File: config.mk
export PLATFORM = sky130hd
export DESIGN_NAME = mult_sequencer
export DESIGN_NICKNAME = d
export VERILOG_FILES = /design/src/rtl/alu_pkg.sv /design/src/rtl/mult_shift_add_dp.sv /design/src/rtl/mult_sequencer.sv
export SDC_FILE = /design/constraint.sdc
export NUM_CORES = 1
export LEC_CHECK = 0
export ABC_AREA = 1
export CAP_MARGIN = 10
export CORE_MARGIN = 4
export CORE_UTILIZATION = 41
export CTS_CLUSTER_SIZE = 12
export DETAILED_ROUTE_END_ITERATION = 12
export GPL_TIMING_DRIVEN = 0
export HOLD_SLACK_MARGIN = 0.08
export SYNTH_ARGS = -nofsm -noshare
export SYNTH_HDL_FRONTEND = slang
export SYNTH_SLANG_ARGS = --single-unit
File: constraint.sdc
create_clock -name clk -period 4.2 [get_ports clk]
set_input_delay 1.05 -clock clk [delete_from_list [all_inputs] [get_ports clk]]
set_output_delay 1.05 -clock clk [all_outputs]
set_load 0.05 [all_outputs]
File: src/rtl/alu_pkg.sv
// Shared ALU definitions: control codes, ALUOp codes and multiply sequencer states.
// Latency: none, declarations only.
// Backpressure: none, declarations only.
package alu_pkg;

   // ALU control codes driven by the ALU control decoder
   localparam logic [3:0] AND_OP  = 4'd0;
   localparam logic [3:0] OR_OP   = 4'd1;
   localparam logic [3:0] ADD_OP  = 4'd2;
   localparam logic [3:0] SUB_OP  = 4'd6;
   localparam logic [3:0] SLT_OP  = 4'd7;
   localparam logic [3:0] MULT_OP = 4'd8;
   localparam logic [3:0] NOR_OP  = 4'd12;

   // ALUOp codes from the main decoder
   localparam logic [1:0] ALUOP_MEM    = 2'b00;
   localparam logic [1:0] ALUOP_BRANCH = 2'b01;
   localparam logic [1:0] ALUOP_RTYPE  = 2'b10;

   typedef enum logic [1:0] {
      IDLE = 2'd0,
      RUN  = 2'd1,
      FIX  = 2'd2,
      DONE = 2'd3
   } mult_state_t;

endpackage

File: src/rtl/mult_shift_add_dp.sv
// Radix-2 shift-add multiply datapath: magnitude load, accumulate, sign fix, HI/LO commit.
// Latency: one accumulate step per step strobe; HI/LO written on the commit edge.
// Backpressure: none; it acts only on strobes from the sequencer FSM.
module mult_shift_add_dp #(
   parameter int WIDTH = 32
) (
   input  logic             clk,
   input  logic             arst_n,
   input  logic             load,
   input  logic             step,
   input  logic             fix,
   input  logic             commit,
   input  logic             signed_mode,
   input  logic [WIDTH-1:0] operand_a,
   input  logic [WIDTH-1:0] operand_b,
   output logic             last,
   output logic [WIDTH-1:0] hi,
   output logic [WIDTH-1:0] lo
);

   localparam int CW = (WIDTH > 1) ? $clog2(WIDTH) : 1;

   logic [2*WIDTH-1:0] mcand;
   logic [WIDTH-1:0]   mplier;
   logic [2*WIDTH-1:0] acc;
   logic [CW-1:0]      cnt;
   logic               neg;

   logic               a_neg;
   logic               b_neg;
   logic [WIDTH-1:0]   mag_a;
   logic [WIDTH-1:0]   mag_b;
   logic [2*WIDTH-1:0] acc_fixed;

   // Operand magnitudes; the most negative value maps onto itself read as unsigned
   always_comb begin
      a_neg     = signed_mode & operand_a[WIDTH-1];
      b_neg     = signed_mode & operand_b[WIDTH-1];
      mag_a     = a_neg ? -operand_a : operand_a;
      mag_b     = b_neg ? -operand_b : operand_b;
      acc_fixed = neg ? -acc : acc;
      last      = (cnt == CW'(WIDTH - 1));
   end

   // Working registers; the multiplicand is kept pre-shifted so no barrel shifter is needed
   always_ff @(posedge clk or negedge arst_n) begin
      if (!arst_n) begin
         mcand  <= '0;
         mplier <= '0;
         acc    <= '0;
         cnt    <= '0;
         neg    <= 1'b0;
      end else if (load) begin
         mcand  <= {{WIDTH{1'b0}}, mag_a};
         mplier <= mag_b;
         acc    <= '0;
         cnt    <= '0;
         neg    <= a_neg ^ b_neg;
      end else if (step) begin
         if (mplier[0]) begin
            acc <= acc + mcand;
         end
         mcand  <= mcand << 1;
         mplier <= mplier >> 1;
         cnt    <= cnt + CW'(1);
      end else if (fix) begin
         acc <= acc_fixed;
      end
   end

   // Result registers; commit is issued together with fix so the signed value lands directly
   always_ff @(posedge clk or negedge arst_n) begin
      if (!arst_n) begin
         hi <= '0;
         lo <= '0;
      end else if (commit) begin
         hi <= acc_fixed[2*WIDTH-1:WIDTH];
         lo <= acc_fixed[WIDTH-1:0];
      end
   end

endmodule

File: src/rtl/mult_sequencer.sv
// Multi-cycle multiply controller: accepts a start in IDLE, runs WIDTH shift-add steps, fixes sign, commits HI/LO.
// Latency: done and valid HI/LO WIDTH+2 cycles after the accepting edge; one multiply per WIDTH+3 cycles.
// Backpressure: stall holds the pipeline from the start cycle through FIX; start outside IDLE is dropped.
module mult_sequencer
   import alu_pkg::*;
#(
   parameter int WIDTH = 32
) (
   input  logic             clk,
   input  logic             arst_n,
   input  logic             start,
   input  logic             signed_mode,
   input  logic [WIDTH-1:0] operand_a,
   input  logic [WIDTH-1:0] operand_b,
   input  logic             flush,
   output logic             busy,
   output logic             stall,
   output logic             done,
   output logic [WIDTH-1:0] hi,
   output logic [WIDTH-1:0] lo
);

   mult_state_t state;
   mult_state_t state_nxt;
   logic        load;
   logic        step;
   logic        fix;
   logic        commit;
   logic        last;

   // State register
   always_ff @(posedge clk or negedge arst_n) begin
      if (!arst_n) begin
         state <= IDLE;
      end else begin
         state <= state_nxt;
      end
   end

   // Next state and datapath strobes; flush aborts RUN/FIX without touching HI/LO
   always_comb begin
      state_nxt = state;
      load      = 1'b0;
      step      = 1'b0;
      fix       = 1'b0;
      commit    = 1'b0;
      unique case (state)
         IDLE: begin
            if (start && !flush) begin
               load      = 1'b1;
               state_nxt = RUN;
            end
         end
         RUN: begin
            if (flush) begin
               state_nxt = IDLE;
            end else begin
               step = 1'b1;
               if (last) begin
                  state_nxt = FIX;
               end
            end
         end
         FIX: begin
            if (flush) begin
               state_nxt = IDLE;
            end else begin
               fix       = 1'b1;
               commit    = 1'b1;
               state_nxt = DONE;
            end
         end
         DONE: begin
            state_nxt = IDLE;
         end
         default: state_nxt = IDLE;
      endcase
   end

   // Status outputs; stall drops in DONE so EX advances and consumes HI/LO
   always_comb begin
      busy  = (state == RUN) || (state == FIX);
      done  = (state == DONE);
      stall = ((state == IDLE) && start && !flush) || busy;
   end

   mult_shift_add_dp #(
      .WIDTH (WIDTH)
   ) u_dp (
      .clk         (clk),
      .arst_n      (arst_n),
      .load        (load),
      .step        (step),
      .fix         (fix),
      .commit      (commit),
      .signed_mode (signed_mode),
      .operand_a   (operand_a),
      .operand_b   (operand_b),
      .last        (last),
      .hi          (hi),
      .lo          (lo)
   );

endmodule
# Yosys cells after proc, flatten, opt, wreduce, memory -nomap -nowiden

Index checks and enable logic that the tools add are counted.

$add $sub $neg: 5
Eq/ne operators: 7
Muxes and demuxes: 23
Bitwise operators: 3
Reductions and logical operators: 11

Operator list:

| cell                                           | count |
|---|---|
| two-way mux 64 bit                             | 7 |
| two-way mux 32 bit                             | 4 |
| adder 64 bit                                   | 1 |
| negation 32 bit                                | 2 |
| negation 64 bit                                | 1 |
| two-way mux 5 bit                              | 2 |
| two-way mux 2 bit                              | 4 |
| case mux 2 bit (4 select lines)                | 1 |
| adder 5 x 1 -> 5 bit (second input constant)   | 1 |
| == test 5 bit (second input constant)          | 1 |
| two-way mux 1 bit                              | 5 |
| == test 2 bit (second input constant)          | 2 |
| AND reduction 2 bit                            | 2 |
| logical AND 1 bit                              | 3 |
| != test 3 x 2 -> 1 bit (second input constant) | 1 |
| != test 3 bit (second input constant)          | 1 |
| nonzero test 3 bit                             | 1 |
| AND 1 bit                                      | 2 |
| == test 2 x 1 -> 1 bit (second input constant) | 1 |
| logical NOT 2 bit                              | 1 |
| logical OR 1 bit                               | 2 |
| != test 2 bit (second input constant)          | 1 |
| nonzero test 2 bit                             | 1 |
| logical NOT 1 bit                              | 1 |
| bitwise XOR 1 bit                              | 1 |

Register bits after elaboration: 232
Input port bits: 69
Output and inout port bits: 67
Word-level logic and storage cells: 57

# Depth between registers and ports, before layout

Depth in word-level cells: 6
Gate-level depth with buffers: 18
Depth with buffers taken out: 18

# By module

A second synthesis with hierarchy kept.

Cells, all modules: 3243
Area, all modules: 19617.6 um^2

By module, submodules not included:

| module            | times used | cells each | area an instance (um^2) | sequential area each (um^2) |
|---|---|---|---|---|
| mult_shift_add_dp | 1          | 3212       | 19407.4                 | 5755.5 |
| mult_sequencer    | 1          | 31         | 210.2                   | 50.0 |

# Worst setup path before layout

OpenSTA, ideal clock, no wires.

Path type: in2out
From: input port start
To: output port stall
Arrival time: 1.941 ns
Required time: 3.150 ns
Slack: 1.209 ns
Stages: 6
Path buffers: 1
Cells stage by stage: inv_1 > nor2_1 > nand2_1 > inv_2 > clkbuf_1 > or2_2

Cells in the longest elaborated chain, start to end: 3

Ends and longest elaborated chain:

| element                         | RTL line             | RTL |
|---|---|---|
| from (decl)                     | mult_sequencer.sv:11 | `input logic start,` |
| logical AND 1 bit (2 in series) | mult_sequencer.sv:84 | `stall = ((state == IDLE) && start && !flush) \|\| busy;` |
| logical OR 1 bit                | mult_sequencer.sv:84 |  |
| to (decl)                       | mult_sequencer.sv:17 | `output logic stall,` |

Every way passes these cells.

# Worst setup path after layout

From: input port flush
To: output port stall

Cells in the longest elaborated chain, start to end: 3

Ends and longest elaborated chain:

| element           | RTL line             | RTL |
|---|---|---|
| from (decl)       | mult_sequencer.sv:15 | `input logic flush,` |
| logical NOT 1 bit | mult_sequencer.sv:84 |  |
| logical AND 1 bit | mult_sequencer.sv:84 |  |
| logical OR 1 bit  | mult_sequencer.sv:84 |  |

Every way passes these cells.

==> metrics.md <==
| Metric | Value |
|---|---|
| Run status | finished, final reports clean |
| Combinational power share | 65.0% |
| Syn. warnings | 0 |
| Synth async-reset ratio | 100% |
| Row count | 80 |
| Cts bufs inserted | 29 |
| Yosys top cell by area | dfrtp_1 |
| Vias in the first global route | 20,400 |
| Pint | ~8600 µW |
| Total power divided by cell area | 868 nW/µm² |
| Startpoint types | input port |
| Register area share after synthesis | roughly 29% |
| # hold bufs at CTS | 0 |
| Area of the mapped netlist | 20,100 µm² |
| Final Net Count | 3,720 |
| Detail Route Antenna Nets | 0 |
| Largest family of logic cells by synthesized area | simple AND/OR/NAND/NOR gates |
| Clock power frac | 12.4% |
| Switching Power | between 10,000 and 15,000 µW |
| Crit Path Max Fanout | 15 |
| Dominant cells by area after synthesis | dfrtp_1, nand2_1, inv_1 |
| # resized after CTS | 1 |
| Vias per cell | about 5.2 |
| Fmax | 253 MHz |
| Via count | 21,800 |
| Initial antenna violation count | 2 |
| Worst Path Required | 3150 ps |
| Switching share of total power | approximately 57% |
| Reg2reg setup slack | 1250 ps |
| Final max-slew violation count | 0 |
| Leakage | around 0.013 µW |
| Distinct cells, synth | 48 |
| CTS tree | built |
| Worst EP arrival | about 2900 ps |
| DP HPWL | 66.5 mm |
| Worst Reg2Reg Path Length in Cells | 10 |
| Period utilisation layout | 94.0% |
| Core area | 48,000 µm² |
| Synth Area in XOR/XNOR | 3.58% |
| Clock slew at reported path FFs | 60 ps |
| Yosys top cell area share | 28.9% |
| Register area | a little under 6000 µm² |
| Max H-tree Level | 1 |
| Worst hold slack | 368 ps |
| Pin count of the biggest net entering global routing | 95 |
| Syn Nets | roughly 3,600 |
| # fillers | 5,292 |
| GRT Util Overall | 30.0% |
| Top Ports | 136 |
| Max clock buf depth | 3 |
| Top post-synthesis cells by count | nand2_1, inv_1, nor2_1, dfrtp_1, nand3_1 |
| Slew HR | 18.8% |
| RSZ-0062 raised after global routing | no |
| Die footprint | 52,600 µm² |
| Routed wire length | between 80 and 90 mm |
| Die Y | 229 µm |
| CP Capture Point | stall |
| Yosys reg bits | roughly 230 |
| Max IR drop VDD | 0.669 mV |
| Synth Instances | 3,411 |
| GPL Wtd Cong | 1.02 |
| Worst Tran Pin Value | roughly 1200 ps |
| Fin. Hold Viols | 0 |
| Simple-Gate Fraction of Synth Area | 40.2% |
| Multi-input gate area | 11,800 µm² |
| Final Skew | ~24 ps |
| Clk Latency, worst-skew pair | around 600 ps |
| Max Cap Viol | 0 |
| Setup Fix Bufs, Post-CTS | 0 |
| Routed len/inst | 19.1 µm |
| Number of port buffers | between 100 and 150 |
| Clock root buffer master | clkbuf_16 |
| Area delta synth->final | 15.4% |
| CP Launch Point | flush |
| Final Setup Violations | 0 |
| Initial Util | 41.8% |
| Reg2reg end | u_dp.acc[2] |
| GR Overflow Total | 0 |
| Worst r2r src | state[0] |
| 1st-pass router iterations | 5 |
| Most common cell in the netlist | nand2_1 |
| Layout cells sized above 1 | under 10% |
| Drt drc | 0 |
| Syn_area_per_cell | 5.89 µm² |
| Seq pwr share | 22.6% |
| DRT iter0 DRCs | 2,119 |
| HP Class | input port to asynchronous set/reset pin |
| Multiplexer share of the synthesized area | 0% |
| Tmin final | 3950 ps |
| Post-synthesis adder-cell area fraction | about 4.6% |
| Final Core Density | around half |
| EDFF count, synth | 0 |
| First-pass GRT wire length | 123 mm |
| Post-synthesis compound-gate area fraction | 10.6% |
| CP Class | input port to primary output |
| Worst setup EP type | primary output |
| # clock sinks | 232 |
| Main synth FF type | dfrtp_1 |
| Width of the die | ~230 µm |
-- layout make-up --
| class | count | share of cell area [%] |
|---|---|---|
| sequential | 232 | 25.0 |
| clock inverter | 15 | 0.502 |
| buffer | 93 | 1.63 |
| multi-input combinational | 2536 | 51.1 |
| inverter | 549 | 8.89 |
| antenna | 1 | 0.0108 |
| timing repair buffer | 137 | 6.08 |
| tap | 615 | 3.32 |
| clock buffer | 38 | 3.45 |
-- cell usage in the layout, fill, tap and decap left out, drive strengths merged, types with 11 or more instances in the layout --
cell           netlist  final
a21oi               88     88
dfrtp              232    232
ha                  72     72
nand2             1259   1259
o211ai              13     13
clkinv               1     12
nand3              231    231
inv                548    549
a31oi               27     27
nor2               410    410
nor3                35     35
o21ai              241    241
nand4               24     24
xor2                71     71
nand3b              12     12
xnor2               11     11
clkbuf              63    100
clkdlybuf4s50        0    133
buf                 31     34
-- metal layers --
metal,vias to the layer above,track usage (%),share of wire [%]
met4,2,10.8,3.9
met2,778,47.1,43
li1,10900,-,-
met1,9986,42.6,45
met5,-,0,0.016
met3,134,3.67,7.6
-- how the worst min path moves through the flow --
stage | from | to | slack [ps]
after CTS | arst_n | u_dp.acc[16] | 360
after global placement | u_dp.mplier[28] | u_dp.mplier[28] | 460
after floorplan | u_dp.mplier[2] | u_dp.mplier[2] | 440
final | arst_n | u_dp.hi[14] | 370
after global routing | arst_n | u_dp.hi[14] | 390
after detailed placement | u_dp.mplier[2] | u_dp.mplier[2] | 460
-- flip-flops by register name, indices dropped and copies added (netlist names) --
register and cells:
u_dp.mcand 64, u_dp.acc 64, u_dp.cnt 5, u_dp.mplier 32
u_dp.neg 1, u_dp.hi 32, u_dp.lo 32, state 2
-- stage by stage --
step                      instance area (µm²)  power [µW]  std cells  worst slack [ps]  setup TNS [ps]
final                                   23200       20100       4216               253               0
after floorplan                         20100       12900       3411              1210               0
after detailed placement                22300       17400       4163              -378            -378
after global placement                  22200       17300       4161             -8350        -1923090
after global routing                    23200       21800       4215               178               0
after CTS                               23200       19900       4215               275               0
-- kinds of logic after synthesis --
group | count (synthesis)
compound gates | 395
buf+inv | 643
flops | 232
fa+ha+maj | 73
simple gates | 1986
xor+xnor | 82
-- critical path, stage by stage --
cell and delay (ps):
clkdlybuf4s50_1 480, nor2_1 240, nand2_1 140, inv_2 290, or2_2 180, dlygate4sd2_1 520
-- power by group through the flow --
stage | Combinational (µW) | Clock (µW) | Sequential [µW]
6_report | 13100 | 2490 | 4550
5_1_grt | 14500 | 2620 | 4660
4_1_cts | 12900 | 2530 | 4490
3_5_place_dp | 12800 | 0 | 4530
3_3_place_gp | 12800 | 0 | 4520
2_1_floorplan | 7830 | 0 | 5030
Power figures use the tool's default switching activity.
